### src/rtl/scope_capture_ctrl.sv
// Trigger/capture sequencer for the scope ping-pong buffers: finds a level crossing,
// writes NSAMP (optionally decimated) samples to the back buffer, swaps on frame_start.
module scope_capture_ctrl #(
  parameter int NSAMP   = 640,
  parameter int AW      = 10,
  parameter int DW      = 9,
  parameter int TIMEOUT = 4096
) (
  input  logic          clk,
  input  logic          reset,
  input  logic [DW-1:0] sample,
  input  logic          valid,
  input  logic [DW-1:0] trig_level,
  input  logic          rising,
  input  logic          auto_en,
  input  logic [7:0]    decim,
  input  logic          frame_start,
  output logic [AW-1:0] wr_addr,
  output logic [15:0]   wr_data,
  output logic          wr_en,
  output logic          front_sel,
  output logic          full,
  output logic          triggered
);

  localparam int            TW   = (TIMEOUT > 1) ? $clog2(TIMEOUT) : 1;
  localparam logic [TW-1:0] TMAX = TW'(TIMEOUT - 1);
  localparam logic [AW-1:0] LAST = AW'(NSAMP - 1);

  typedef enum logic [1:0] {WAIT_TRIG, CAPTURE, SWAP_WAIT} state_t;

  state_t        state, state_nx;
  logic [TW-1:0] tcnt, tcnt_nx;
  logic [7:0]    dcnt, dcnt_nx;
  logic [7:0]    decim_lat, decim_lat_nx;
  logic          prev_vld, prev_vld_nx;
  logic [DW-1:0] prev_p1;
  logic [AW-1:0] wr_addr_nx, next_addr;
  logic          wr_en_nx, front_sel_nx, full_nx, triggered_nx;
  logic          fire;

  function automatic logic level_cross(input logic [DW-1:0] prv, input logic [DW-1:0] cur,
                                       input logic [DW-1:0] lvl, input logic rise);
    return rise ? ((prv < lvl) && (cur >= lvl)) : ((prv >= lvl) && (cur < lvl));
  endfunction

  assign fire = valid && ((prev_vld && level_cross(prev_p1, sample, trig_level, rising)) ||
                          (auto_en && (tcnt == TMAX)));
  assign next_addr = wr_addr + 1'b1;

  always_comb begin
    state_nx     = state;
    tcnt_nx      = tcnt;
    dcnt_nx      = dcnt;
    decim_lat_nx = decim_lat;
    prev_vld_nx  = prev_vld | valid;
    wr_en_nx     = 1'b0;
    wr_addr_nx   = wr_addr;
    front_sel_nx = front_sel;
    full_nx      = full;
    triggered_nx = 1'b0;
    case (state)
      WAIT_TRIG: begin
        if (fire) begin
          triggered_nx = 1'b1;
          wr_en_nx     = 1'b1;
          wr_addr_nx   = '0;
          decim_lat_nx = decim;
          // The trigger sample already used decimation slot 0.
          dcnt_nx      = (decim == 8'd0) ? 8'd0 : 8'd1;
          tcnt_nx      = '0;
          state_nx     = (NSAMP == 1) ? SWAP_WAIT : CAPTURE;
        end else if (valid && (tcnt != TMAX)) begin
          tcnt_nx = tcnt + 1'b1;
        end
      end
      CAPTURE: begin
        if (valid) begin
          dcnt_nx = (dcnt == decim_lat) ? 8'd0 : dcnt + 8'd1;
          if (dcnt == 8'd0) begin
            wr_en_nx   = 1'b1;
            wr_addr_nx = next_addr;
            if (next_addr == LAST) state_nx = SWAP_WAIT;
          end
        end
      end
      SWAP_WAIT: begin
        // full rises the cycle after the last write; a swap needs full already set,
        // so a frame_start that coincides with the last write is ignored.
        if (!full) begin
          full_nx    = 1'b1;
          wr_addr_nx = '0;
        end else if (frame_start) begin
          front_sel_nx = ~front_sel;
          full_nx      = 1'b0;
          state_nx     = WAIT_TRIG;
        end
      end
      default: state_nx = WAIT_TRIG;
    endcase
  end

  always_ff @(posedge clk) begin
    if (reset) begin
      state     <= WAIT_TRIG;
      tcnt      <= '0;
      dcnt      <= '0;
      decim_lat <= '0;
      prev_vld  <= 1'b0;
      wr_en     <= 1'b0;
      wr_addr   <= '0;
      front_sel <= 1'b0;
      full      <= 1'b0;
      triggered <= 1'b0;
    end else begin
      state     <= state_nx;
      tcnt      <= tcnt_nx;
      dcnt      <= dcnt_nx;
      decim_lat <= decim_lat_nx;
      prev_vld  <= prev_vld_nx;
      wr_en     <= wr_en_nx;
      wr_addr   <= wr_addr_nx;
      front_sel <= front_sel_nx;
      full      <= full_nx;
      triggered <= triggered_nx;
    end
  end

  // Stage p1: the last valid sample is both the trigger history and the write data.
  always_ff @(posedge clk) begin
    if (valid) prev_p1 <= sample;
  end

  assign wr_data = 16'(prev_p1);

endmodule

### config.mk
export PLATFORM = sky130hd
export DESIGN_NAME = scope_capture_ctrl
export DESIGN_NICKNAME = d
export VERILOG_FILES = /design/src/rtl/scope_capture_ctrl.sv
export SDC_FILE = /design/constraint.sdc
export NUM_CORES = 1
export LEC_CHECK = 0
export CORE_MARGIN = 2
export CORE_UTILIZATION = 45
export DETAILED_ROUTE_END_ITERATION = 8
export HOLD_SLACK_MARGIN = 0.03
export PLACE_DENSITY_LB_ADDON = 0.1
export SETUP_SLACK_MARGIN = 0.1
export SYNTH_ARGS = -nofsm -noshare
export SYNTH_HDL_FRONTEND = slang
export SYNTH_SLANG_ARGS = --single-unit
### constraint.sdc
create_clock -name clk -period 5.5 [get_ports clk]
set_clock_uncertainty 0.15 [all_clocks]
set_input_delay 1.1 -clock clk [delete_from_list [all_inputs] [get_ports clk]]
set_output_delay 1.1 -clock clk [all_outputs]
set_load 0.01 [all_outputs]
==> impl_metrics.env <==
export IMPL_crit_type="input pin to register"
export IMPL_n_antenna_cell=0
export IMPL_grt_ovfl_total=0
export IMPL_synth_area_top_cells="dfxtp_1, ha_1, edfxtp_1, nand2b_1, a21oi_1"
export IMPL_synth_area_mux_share=0.03183
export IMPL_p_int_w=0.0006195
export IMPL_grt_use_total=0.1836
export IMPL_clock_sinks=54
export IMPL_fp_dieH_um=88.63
export IMPL_fin_nets=470
export IMPL_seq_power_share=0.503
export IMPL_htreeDepth=2
export IMPL_fillers=639
export IMPL_cts_resized=0
export IMPL_switchingPower_w=0.0002257
export IMPL_root_buffer="clkbuf_8"
export IMPL_pwr_share_comb=0.166
export IMPL_period_needed_ps=3771
export IMPL_postCtsSetupBuffers=0
export IMPL_power_density_mw_per_mm2=215.2
export IMPL_finalCritPeriodShare=0.6857
export IMPL_numCtsBuffers=5
export IMPL_num_vias=2788
export IMPL_cts_path_max_buffers=2
export IMPL_endpoint_kind="register"
export IMPL_ant_nets=0
export IMPL_p_leak_nw=1.403
export IMPL_synthFlopType="dfxtp_1"
export IMPL_crit_buf_inv=2
export IMPL_dr_first_iter_drc_count=110
export IMPL_io_pin_count=62
export IMPL_cts_clk_slew_worst_paths_ps=100
export IMPL_drc_errors=0
export IMPL_synthDominantCellAreaShare=0.2795
export IMPL_async_reset_ff_frac=0
export IMPL_wl_per_cell_um=13.70
export IMPL_cp_cell_sequence="clkdlybuf4s50_1, inv_1, ha_1, a21oi_1, o21ai_0, a31o_1, o211a_1, o41ai_4, nor3_1, a211oi_1"
export IMPL_yosysSeqAreaShare=0.3634
export IMPL_drt_total_wl_um=7015
export IMPL_holdCritPathClass="register to register"
export IMPL_irDropWorstVdd_v=0.0001048
export IMPL_core_area_mm2=0.006869
export IMPL_rows=30
export IMPL_synth_compound_area_frac=0.1727
export IMPL_rsz0062_at_grt="false"
export IMPL_hpwl_um=5194
export IMPL_synth_top_family_by_area="simple AND/OR/NAND/NOR gates"
export IMPL_switching_share=0.2670
export IMPL_cp_max_fo=9
export IMPL_utilization=0.5718
export IMPL_crit_path_start_kind="input pin"
export IMPL_max_stage_delay_ps=600
export IMPL_start_util=0.4692
export IMPL_synth_cells=364
export IMPL_syn_area_mm2=0.003223
export IMPL_area_growth_syn_to_layout_pct=21.86
export IMPL_io_buffers=54
export IMPL_synthSimpleGateAreaFrac=0.2523
export IMPL_ys_ff_latch=54
export IMPL_synth_cell_types=50
export IMPL_grt_pass1_vias=2545
export IMPL_hold_buffers=0
export IMPL_syn_avg_cell_area_um2=8.855
export IMPL_antenna_found_initial=0
export IMPL_cp_arrival_ps=3830
export IMPL_synth_edff_count=9
export IMPL_finalSetupTns_ps=0
export IMPL_grt_first_pass_wirelength_um=11540
export IMPL_slowest_stage="o41ai_4"
export IMPL_drv_slew=0
export IMPL_grt_max_degree=36
export IMPL_dieArea_mm2=0.007855
export IMPL_dr_pass1_iters=4
export IMPL_hold_viol=0
export IMPL_synth_fa_ha_area_frac=0.08929
export IMPL_setup_viol=0
export IMPL_clkPwrFrac=0.332
export IMPL_viasPerCell=5.445
export IMPL_place_gp_congestion=0.8793
export IMPL_ys_warn_count=0
export IMPL_slew_headroom=0.2653
export IMPL_max_slew_worst_pin_slew_ps=1099
export IMPL_status="finished, final reports clean"
export IMPL_tritoncts="built"
export IMPL_required_ps=5560
export IMPL_cpLargestDelayFamily="compound AO/OA/AOI/OAI gates"
export IMPL_synth_xor_area_share=0.03533
export IMPL_fmax_mhz=265.2
export IMPL_die_w_um=88.63
export IMPL_insertion_delay_ps=320
export IMPL_maxCapViolCount=0
export IMPL_final_layout_size_suffix_gt1_frac=0.05529
export IMPL_synth_area_leader_cell="dfxtp_1"
[stage by stage]
step	total power (W)	hold WS, ps	worst slack [ps]	std cells	cell area, µm²
global route	0.0008844	366.9	1452	512	3928
CTS	0.0008535	346.5	1699	512	3928
global placement	0.0005726	323.7	1428	504	3811
detailed placement	0.0005743	329.7	1388	504	3811
finish	0.0008452	345.8	1729	512	3928
floorplan	0.0005179	305.1	2159	370	3246
[final cells by class]
cell class,count,area (µm²),share of cell area
multi-input combinational,280,1901,0.4839
clock inverter,3,47.55,0.01211
clock buffer,5,68.82,0.01752
tap,96,120.1,0.03058
timing repair buffer,55,548.0,0.1395
sequential,54,1171,0.2982
inverter,19,71.32,0.01816
[cells in the mapped netlist, types with 3 or more instances]
master    instances
a211oi_1          3
a21oi_1          26
a311oi_1         13
and3_1            5
buf_4             8
clkbuf_1          7
dfxtp_1          45
edfxtp_1          9
ha_1             23
inv_1            19
mux2i_1           8
nand2_1          17
nand2b_1         22
nand3_1          11
nand4_1          10
nor2_1           27
nor2b_1           9
nor3_1           10
nor4_1            5
o21ai_0          24
o21ai_1           4
or3_1            12
or3b_2            4
or4_1             3
xnor2_1          11
[power by group through the flow]
| stage | logic, W | registers, W | clock network [W] |
|---|---|---|---|
| 3_5_place_dp | 0.000141 | 0.000434 | 0 |
| 3_3_place_gp | 0.000139 | 0.000433 | 0 |
| 4_1_cts | 0.000142 | 0.000425 | 0.000287 |
| 5_1_grt | 0.000158 | 0.000427 | 0.000300 |
| 6_report | 0.000140 | 0.000425 | 0.000280 |
| 2_1_floorplan | 0.0000832 | 0.000435 | 0 |
[routing by layer]
metal,global-route usage,up-vias,wire length (µm)
li1,-,1422,-
met5,0,-,0
met1,0.2374,1300,3315
met2,0.3148,60,3355
met3,0.03078,6,273
met4,0.05372,0,71
[layout by cell type (no fill, tap or decap), drive strengths merged, types with 6 or more instances in the layout]
master,n
a21oi,27
a311oi,13
clkdlybuf4s50,54
conb,7
dfxtp,45
edfxtp,9
ha,23
inv,20
mux2i,8
nand2,17
nand2b,22
nand3,11
nand4,10
nor2,29
nor2b,9
nor3,11
nor4,6
o21ai,28
or3,12
xnor2,11
[registers in the layout, indices dropped and copies added (netlist names)]
signal,cells
dcnt,8
decim_lat,8
front_sel,1
full,1
prev_p1,9
prev_vld,1
state,2
tcnt,12
triggered,1
wr_addr,10
wr_en,1
[final timing paths]
path	from	endpoint	slack [ps]	cells after the start
max	trig_level[6]	dcnt[0]	1730	10
min	decim_lat[3]	decim_lat[3]	350	2
max reg2reg	prev_p1[6]	dcnt[0]	2620	8
min reg2reg	decim_lat[3]	decim_lat[3]	350	2
[cells by family after synthesis]
kind of cell	count (synthesis)
muxes	10
DFF	54
adders and majority gates	23
and+or+nand+nor	146
other	1
AOI/OAI and AO/OA	81
buffers and inverters	36
xor gates and xnor gates	13
[worst register-to-register path, stage by stage, from the launching register on]
cell,delay [ps]
edfxtp_1,400
ha_1,310
a21oi_1,160
o21ai_0,230
a31o_1,270
o211a_1,300
o41ai_4,600
nor3_1,120
a211oi_1,230
Power figures use the tool's default switching activity.
